**config.mk**
```make
export PLATFORM = sky130hd
export DESIGN_NAME = pong_game_ctrl
export DESIGN_NICKNAME = d
export VERILOG_FILES = /design/src/rtl/pong_game_ctrl.sv
export SDC_FILE = /design/constraint.sdc
export NUM_CORES = 1
export LEC_CHECK = 0
export BUFFER_PORTS_ARGS = -buffer_cell sky130_fd_sc_hd__buf_2
export CAP_MARGIN = 20
export CORE_MARGIN = 2
export CORE_UTILIZATION = 35
export DETAILED_ROUTE_END_ITERATION = 10
export GPL_TIMING_DRIVEN = 0
export PLACE_DENSITY_LB_ADDON = 0.25
export SLEW_MARGIN = 10
export SYNTH_ARGS = -nofsm -noshare
export SYNTH_HDL_FRONTEND = slang
export SYNTH_SLANG_ARGS = --single-unit
```
**constraint.sdc**
```tcl
create_clock -name clk -period 13.2 [get_ports clk]
set_clock_uncertainty 0.1 [all_clocks]
set_input_delay 3.3 -clock clk [delete_from_list [all_inputs] [get_ports clk]]
set_output_delay 3.3 -clock clk [all_outputs]
set_load 0.02 [all_outputs]
```
**src/rtl/pong_game_ctrl.sv**
```systemverilog
// pong_game_ctrl: frame-rate game controller for a two-paddle Pong on a VGA display.
//
// All game state advances only on cycles where frame_tick is high, so the block can run on the
// pixel clock and update once per frame. Every output is a register; an update made on tick
// cycle N is visible from cycle N+1.
//
// Ports
//   clk                    system (pixel-domain) clock
//   rst                    synchronous active-low reset
//   frame_tick             one-cycle pulse per frame; the only cycles that change state
//   btn_start              level; starts a game from IDLE or restarts it from OVER
//   up1, down1             left paddle controls (level)
//   up2, down2             right paddle controls (level, two-player build only)
//   ypos1, ypos2           paddle centres, vCount units
//   ball_x, ball_y         ball top-left corner (4x4 px ball)
//   score1, score2         player points, saturating at WIN_SCORE
//   state                  IDLE=0 SERVE=1 PLAY=2 POINT=3 OVER=4
//   game_over              high while in OVER
//
// Build option
//   PONG_TWO_PLAYER_EN     defined: right paddle follows up2/down2.
//                          undefined: up2/down2 are ignored and the right paddle tracks the ball.

module pong_game_ctrl #(
    parameter int unsigned PADDLE_STEP  = 2,
    parameter int unsigned BALL_STEP    = 2,
    parameter int unsigned SERVE_FRAMES = 60,
    parameter int unsigned WIN_SCORE    = 7
) (
    input  logic       clk,
    input  logic       rst,
    input  logic       frame_tick,
    input  logic       btn_start,
    input  logic       up1,
    input  logic       down1,
    input  logic       up2,
    input  logic       down2,
    output logic [9:0] ypos1,
    output logic [9:0] ypos2,
    output logic [9:0] ball_x,
    output logic [9:0] ball_y,
    output logic [3:0] score1,
    output logic [3:0] score2,
    output logic [2:0] state,
    output logic       game_over
);

    typedef enum logic [2:0] {
        StIdle  = 3'd0,
        StServe = 3'd1,
        StPlay  = 3'd2,
        StPoint = 3'd3,
        StOver  = 3'd4
    } state_e;

    localparam int unsigned CntW = 16;

    localparam logic [9:0] PStep      = 10'(PADDLE_STEP);
    localparam logic [9:0] BStep      = 10'(BALL_STEP);
    localparam logic [9:0] PaddleMin  = 10'd55;
    localparam logic [9:0] PaddleMax  = 10'd495;
    localparam logic [9:0] PaddleInit = 10'd275;
    localparam logic [9:0] ServeX     = 10'd480;
    localparam logic [9:0] ServeY     = 10'd273;
    localparam logic [9:0] WallTop    = 10'd37;
    localparam logic [9:0] WallBot    = 10'd511;
    localparam logic [9:0] LeftHitLo  = 10'd169;
    localparam logic [9:0] LeftHitHi  = 10'd171;
    localparam logic [9:0] RightHitLo = 10'd757;
    localparam logic [9:0] RightHitHi = 10'd759;
    localparam logic [9:0] LeftMiss   = 10'd146;
    localparam logic [9:0] RightMiss  = 10'd780;

    localparam logic [3:0]      WinScore  = 4'(WIN_SCORE);
    localparam logic [CntW-1:0] ServeLast = CntW'(SERVE_FRAMES - 1);

    // ---------------------------------------------------------------------------------------
    // State registers
    // ---------------------------------------------------------------------------------------
    state_e          state_q;
    logic [9:0]      ypos1_q, ypos2_q;
    logic [9:0]      ball_x_q, ball_y_q;
    logic            vx_neg_q, vy_neg_q;
    // Vertical direction used by the most recent serve; each new serve inverts it.
    logic            serve_vy_neg_q;
    logic [3:0]      score1_q, score2_q;
    logic [CntW-1:0] cnt_q;
    logic            game_over_q;

    // ---------------------------------------------------------------------------------------
    // Paddle next positions
    // ---------------------------------------------------------------------------------------
    // One paddle step with saturation at the play-field limits. Pressing both directions holds.
    function automatic logic [9:0] paddle_step(input logic [9:0] pos, input logic up,
                                               input logic dn);
        logic [9:0] res;
        res = pos;
        if (up && !dn) begin
            if ({1'b0, pos} < ({1'b0, PaddleMin} + {1'b0, PStep})) begin
                res = PaddleMin;
            end else begin
                res = pos - PStep;
            end
        end else if (dn && !up) begin
            if (({1'b0, pos} + {1'b0, PStep}) > {1'b0, PaddleMax}) begin
                res = PaddleMax;
            end else begin
                res = pos + PStep;
            end
        end
        return res;
    endfunction

    logic       up2_eff, dn2_eff;
    logic [9:0] ypos1_nx, ypos2_nx;

`ifdef PONG_TWO_PLAYER_EN
    assign up2_eff = up2;
    assign dn2_eff = down2;
`else
    // Auto-tracking right paddle: chase the ball centre, with a dead band of one step so the
    // paddle does not dither once it is aligned.
    logic [10:0] track_tgt;
    logic        unused_player2;

    assign track_tgt      = {1'b0, ball_y_q} + 11'd2;
    assign up2_eff        = {1'b0, ypos2_q} > (track_tgt + {1'b0, PStep});
    assign dn2_eff        = track_tgt > ({1'b0, ypos2_q} + {1'b0, PStep});
    assign unused_player2 = up2 ^ down2;
`endif

    assign ypos1_nx = paddle_step(ypos1_q, up1, down1);
    assign ypos2_nx = paddle_step(ypos2_q, up2_eff, dn2_eff);

    // ---------------------------------------------------------------------------------------
    // Ball motion decisions for a PLAY tick
    // ---------------------------------------------------------------------------------------
    logic       vy_neg_nx, vx_neg_nx;
    logic       hit_left, hit_right;
    logic       miss_left, miss_right;
    logic [9:0] ball_x_nx, ball_y_nx;

    always_comb begin
        vy_neg_nx = vy_neg_q;
        if (vy_neg_q && (ball_y_q <= WallTop)) begin
            vy_neg_nx = 1'b0;
        end else if (!vy_neg_q && (ball_y_q >= WallBot)) begin
            vy_neg_nx = 1'b1;
        end

        // Window ypos-22 <= ball_y <= ypos+20, rewritten so nothing can underflow.
        hit_left  = vx_neg_q && (ball_x_q >= LeftHitLo) && (ball_x_q <= LeftHitHi) &&
                    (({1'b0, ball_y_q} + 11'd22) >= {1'b0, ypos1_q}) &&
                    ({1'b0, ball_y_q} <= ({1'b0, ypos1_q} + 11'd20));
        hit_right = !vx_neg_q && (ball_x_q >= RightHitLo) && (ball_x_q <= RightHitHi) &&
                    (({1'b0, ball_y_q} + 11'd22) >= {1'b0, ypos2_q}) &&
                    ({1'b0, ball_y_q} <= ({1'b0, ypos2_q} + 11'd20));

        vx_neg_nx = vx_neg_q;
        if (hit_left) begin
            vx_neg_nx = 1'b0;
        end else if (hit_right) begin
            vx_neg_nx = 1'b1;
        end

        // A paddle hit suppresses the miss test on the same tick.
        miss_left  = !hit_left && !hit_right && (ball_x_q <= LeftMiss);
        miss_right = !hit_left && !hit_right && !miss_left && (ball_x_q >= RightMiss);

        // The move always uses the freshly decided direction.
        ball_x_nx = vx_neg_nx ? (ball_x_q - BStep) : (ball_x_q + BStep);
        ball_y_nx = vy_neg_nx ? (ball_y_q - BStep) : (ball_y_q + BStep);
    end

    // ---------------------------------------------------------------------------------------
    // Game FSM and all registered outputs
    // ---------------------------------------------------------------------------------------
    always_ff @(posedge clk) begin
        if (!rst) begin
            state_q        <= StIdle;
            ypos1_q        <= PaddleInit;
            ypos2_q        <= PaddleInit;
            ball_x_q       <= ServeX;
            ball_y_q       <= ServeY;
            vx_neg_q       <= 1'b0;
            vy_neg_q       <= 1'b0;
            serve_vy_neg_q <= 1'b0;
            score1_q       <= '0;
            score2_q       <= '0;
            cnt_q          <= '0;
            game_over_q    <= 1'b0;
        end else if (frame_tick) begin
            if (state_q != StIdle) begin
                ypos1_q <= ypos1_nx;
                ypos2_q <= ypos2_nx;
            end

            case (state_q)
                StIdle, StOver: begin
                    // A fresh game always opens with a right-and-down serve.
                    if (btn_start) begin
                        state_q        <= StServe;
                        score1_q       <= '0;
                        score2_q       <= '0;
                        cnt_q          <= '0;
                        ball_x_q       <= ServeX;
                        ball_y_q       <= ServeY;
                        vx_neg_q       <= 1'b0;
                        vy_neg_q       <= 1'b0;
                        serve_vy_neg_q <= 1'b0;
                        game_over_q    <= 1'b0;
                    end
                end

                StServe: begin
                    ball_x_q <= ServeX;
                    ball_y_q <= ServeY;
                    if (cnt_q == ServeLast) begin
                        state_q <= StPlay;
                        cnt_q   <= '0;
                    end else begin
                        cnt_q <= cnt_q + 1'b1;
                    end
                end

                StPlay: begin
                    if (miss_left) begin
                        // Ball left unmoved; the loser of the point receives the next serve.
                        state_q  <= StPoint;
                        vx_neg_q <= 1'b1;
                        if (score2_q < WinScore) begin
                            score2_q <= score2_q + 1'b1;
                        end
                    end else if (miss_right) begin
                        state_q  <= StPoint;
                        vx_neg_q <= 1'b0;
                        if (score1_q < WinScore) begin
                            score1_q <= score1_q + 1'b1;
                        end
                    end else begin
                        ball_x_q <= ball_x_nx;
                        ball_y_q <= ball_y_nx;
                        vx_neg_q <= vx_neg_nx;
                        vy_neg_q <= vy_neg_nx;
                    end
                end

                StPoint: begin
                    if ((score1_q == WinScore) || (score2_q == WinScore)) begin
                        state_q     <= StOver;
                        game_over_q <= 1'b1;
                    end else begin
                        state_q        <= StServe;
                        cnt_q          <= '0;
                        ball_x_q       <= ServeX;
                        ball_y_q       <= ServeY;
                        vy_neg_q       <= ~serve_vy_neg_q;
                        serve_vy_neg_q <= ~serve_vy_neg_q;
                    end
                end

                default: begin
                    state_q <= StIdle;
                end
            endcase
        end
    end

    assign ypos1     = ypos1_q;
    assign ypos2     = ypos2_q;
    assign ball_x    = ball_x_q;
    assign ball_y    = ball_y_q;
    assign score1    = score1_q;
    assign score2    = score2_q;
    assign state     = state_q;
    assign game_over = game_over_q;

endmodule
```
# Yosys cells after proc, flatten, opt, wreduce, memory -nomap -nowiden
# Cells that the tools add are included.
# Widths: inputs -> output; s select.
dict set report word_totals {
  reg_bits 71
  output_inout_bits 52
  elab_cells 171
}
dict set report classes {
  n_addsub 18
  magnitude_cmp 20
  eq_ne 18
  mux 53
  n_bitwise 1
  reduce_logical 49
}
# op count
set ops {}
lappend ops {{$mux 10} 18}
lappend ops {{$pmux 10 s4} 2}
lappend ops {{$mux 16} 3}
lappend ops {{$pmux 16 s3} 1}
lappend ops {{$add 10x2->10 const B} 4}
lappend ops {{$sub 10x2->10 const B} 4}
lappend ops {{$add 10x2->11 const B} 3}
lappend ops {{$add 10x5->11 const B} 3}
lappend ops {{$mux 4} 6}
lappend ops {{$ge 11x10->1} 2}
lappend ops {{$gt 11x9->1 const B} 2}
lappend ops {{$le 10x11->1} 2}
lappend ops {{$ge 10x10->1 const B} 2}
lappend ops {{$le 10x8->1 const B} 2}
lappend ops {{$lt 10x6->1 const B} 2}
lappend ops {{$ne 2x2->1 const B} 10}
lappend ops {{$logic_and 1x1->1} 18}
lappend ops {{$reduce_and 6->1} 3}
lappend ops {{$add 16x1->16 const B} 1}
lappend ops {{$eq 16x6->1 const B} 1}
lappend ops {{$pmux 4 s2} 2}
lappend ops {{$reduce_and 4->1} 4}
lappend ops {{$mux 3} 5}
lappend ops {{$pmux 3 s4} 1}
lappend ops {{27 further kinds} 58}

# Depth between registers and ports, before layout
dict set report logic_depth {
  ltp_word 14
  ltp_mapped 22
  ltp_nobuf 21
}

# Least setup slack after synthesis
# OpenSTA, ideal clock, no wires.
dict set report synth_timing {
  path_type {input to register}
  startpoint {input port down1}
  endpoint {register ypos1_q[6] (netlist: ypos1[6])}
  setup_time_ns 0.070
  arrival_time_ns 4.572
  path_slack_ns 8.458
  stages 9
  path_buffers 1
  cell_sequence {inv_1 ha_1 clkbuf_1 inv_1 nor2_1 and2_1 a211o_1 a21oi_1 a21oi_1}
}
dict set report synth_between {
  elab_chain_cells 4
  word_cells_on_any_way 6
  classes_between {mux (1); reduce/logical (5)}
}
# element line
set synth_lines {}
lappend synth_lines {{start: declaration} 35} ;# input logic down1,
lappend synth_lines {{$logic_not 1->1} 98} ;# if (up && !dn) begin
lappend synth_lines {{$logic_and 1x1->1} 98}
lappend synth_lines {{$reduce_bool 2->1 (no line)} -}
lappend synth_lines {{$reduce_and 3->1 (no line)} -}
lappend synth_lines {{end signal: assignment} 181} ;# ypos1_q <= PaddleInit;
lappend synth_lines {{end signal: assignment} 194} ;# ypos1_q <= ypos1_nx;
lappend synth_lines {{end: declaration} 81} ;# logic [9:0] ypos1_q, ypos2_q;
# Several ways; a longest one is shown, not always the timed one.
# A chain may end at the register's enable or synchronous reset.

# Worst setup path after layout
dict set report layout_timing {
  startpoint {register ball_y_q[1] (netlist: ball_y[1])}
  endpoint {register ball_x_q[9] (netlist: ball_x[9])}
}
dict set report layout_between {
  elab_chain_cells 12
  word_cells_on_any_way 25
  classes_between {add/sub (1); order compare (4); eq/ne (2); mux (6); reduce/logical (12)}
}
# element line
set layout_lines {}
lappend layout_lines {{start: declaration} 82} ;# logic [9:0] ball_x_q, ball_y_q;
lappend layout_lines {{start signal: assignment} 184} ;# ball_y_q <= ServeY;
lappend layout_lines {{start signal: assignment} 207} ;# ball_y_q <= ServeY;
lappend layout_lines {{start signal: assignment} 217} ;# ball_y_q <= ServeY;
lappend layout_lines {{parallel branches: the longest is 12 deep, another holds $add 10x5->11} -}
lappend layout_lines {{end signal: assignment} 183} ;# ball_x_q <= ServeX;
lappend layout_lines {{end signal: assignment} 206} ;# ball_x_q <= ServeX;
lappend layout_lines {{end signal: assignment} 216} ;# ball_x_q <= ServeX;
lappend layout_lines {{end: declaration} 82}
# Parallel ways; which one is timed is not known. The select of a mux whose other input is x is not followed.

==> impl_metrics.ini <==
[synth]
synth_edf_count = 0
synthArstFlopShare = 0
yosysSeqAreaShare = 0.2025
ys.flop_type = dfxtp_1
syn-num-nets = 991
synth_area_per_cell_um2 = 7.795
synth-seq-cells = 70
synth_most_common_cell = ha_1
yosys_warnings = 0
synth_area_leaders = dfxtp_1 (20%), ha_1 (17%), xnor2_1 (6.5%)
synth_commonest_cells = ha_1 (93), nor2_1 (82), dfxtp_1 (70)
synth_top_area_share = 0.2025
synthCells = 888
synth.distinct_cells = 86
syn_area_um2 = 6922
synth_top_area_cell = dfxtp_1

[floorplan]
start_util = 0.3556
dieArea_um2 = 20920
die_w_um = 144.6
rows = 51
ios = 60
core-area_um2 = 19460
die_y_um = 144.6

[routing]
antenna_left = 0
drc = 0
viasPerCell = 5.444
vias = 6663
routedWlPerCell_um = 17.03
drt_iter0_markers = 426
dr.pass1.iters = 5
routed_wl_um = 20850

[clock_network]
clock_latency_ps = 350
cts_sinks = 70
post_cts_buffers = 0
numCtsBuffers = 9
root_buffer = clkbuf_16
hold_buffers = 0
cts_resized = 0
cts_tree = built
h-tree-depth = 3
clk_pin_slew_ps = 60
clock_path_buffers = 2

[sta]
worst_slack_ps = 7387
worstMarginPinSlew_ps = 866.6
hold_viol_final = 0
hold_ws_ps = 377.2
setup-tns-final_ps = 0
finalSetupViolCount = 0
max-slew-margin-rel = 0.4223
max_freq_mhz = 172.0
maxSlewViolCount = 0
period_share = 0.4404
layout_min_cycle_time_ps = 5813
rsz0062_at_grt = no

[setup_path]
arrival_ps = 5980
critPathKind = reg -> reg
end_kind = flop
start_kind = flop
crit_fanout = 12
crit_required_ps = 13370
rr_worst_depth = 20

[placement]
dp.cells = 1208
dp_slack_ps = 7474
port_buffers = 55
hpwl_um = 15950
gp_congestion = 0.8834

[pwr]
ir_worst_vdd_mv = 0.05681
p_leak_nw = 3.263
powerDensity_nw_per_um2 = 88.04

[min_path]
hp-class = reg -> reg
whs_path_depth = 2

[grt]
grt_max_degree = 14
grt_pass1_vias = 6310
grt_pass1_wl_um = 33490
antenna_found_initial = 0
overflow = 0
grt_use_total = 0.2049

[outcome]
outcome = completed

[final_layout]
drive_gt1_frac = 0.1303
fillers = 2025
final_cells = 1224
antenna_cells = 0
area_delta_synth_final_pct = 13.77
regArea_um2 = 1401
nNetsFinal = 1057
final_util = 0.4046
multi_input_area_um2 = 5131

[run]
maxCapViolCount = 0
per-layer routing:
| metal | track usage | vias up | routed length (um) |
|---|---|---|---|
| li1 | - | 3355 | - |
| met1 | 0.2837 | 3170 | 10240 |
| met2 | 0.3340 | 121 | 9603 |
| met3 | 0.02881 | 17 | 700 |
| met4 | 0.05416 | 0 | 302 |
| met5 | 0 | - | 0 |
cells in the final DEF, fill, tap and decap left out, types with 21 or more instances in the layout:
cell type   n
dfxtp_1    70
nand2_1    66
xnor2_1    51
ha_1       93
a21oi_1    59
clkbuf_1   21
nor2_1     82
nand3_1    31
nor3_1     32
inv_1      43
o21ai_0    42
nand4_1    22
buf_2      71
per-stage QoR:
stage / power [mW] / instance area [um^2]
after CTS: 0.6948 / 7875
after global placement: 0.4032 / 7528
after detailed placement: 0.4030 / 7528
after floorplan: 0.3551 / 6922
after global routing: 0.7223 / 7875
final: 0.6933 / 7875
final timing paths:
kind | from | end | slack [ps]
min | cnt_q[1] | cnt_q[1] | 380
max | ball_y[1] | ball_x[9] | 7390
min reg2reg | cnt_q[1] | cnt_q[1] | 380
max reg2reg | ball_y[1] | ball_x[9] | 7390
report_power, final:
part           switching, mW  total [mW]  internal (mW)
Clock                  0.106       0.291          0.186
Sequential           0.00931       0.226          0.216
Combinational          0.112       0.176         0.0645
flip-flops by register name, indices dropped and copies added (netlist names), 3 cells and up:
name	count
ypos1	10
ball_y	10
ball_x	9
ypos2	10
cnt_q	16
score1	4
score2	4
state	3
worst max-delay path, stage by stage, from the launching register on:
cell and delay [ps]:
dfxtp_1 780, inv_1 390, ha_1 350, inv_1 60, a21oi_1 110, xnor2_1 190, ha_1 310, nand4_1 90
or3_1 390, a311oi_1 310, o31ai_2 100, a21oi_2 540, fa_1 350, a21o_1 130, a21oi_1 90, o21ai_0 230
nor4_1 70, nor3_1 530, nand4_1 160, mux2_1 310, o2111ai_1 110
area by class of cell:
class,count,area share
Multi-Input combinational cell,727,0.6516
Sequential cell,70,0.1779
Tap cell,265,0.04210
Timing Repair Buffer,55,0.03495
Clock buffer,9,0.02860
Buffer,44,0.02701
Inverter,47,0.02240
Clock inverter,7,0.01541
cell families after synthesis:
| group | share of synthesized area |
|---|---|
| flops | 0.2025 |
| compound gates | 0.2279 |
| simple gates | 0.2397 |
| xor+xnor | 0.09454 |
| buf+inv | 0.05622 |
| mux | 0.004700 |
| fa+ha+maj | 0.1739 |
| other cells | 0.0005418 |
(Power assumes the default switching activity.)
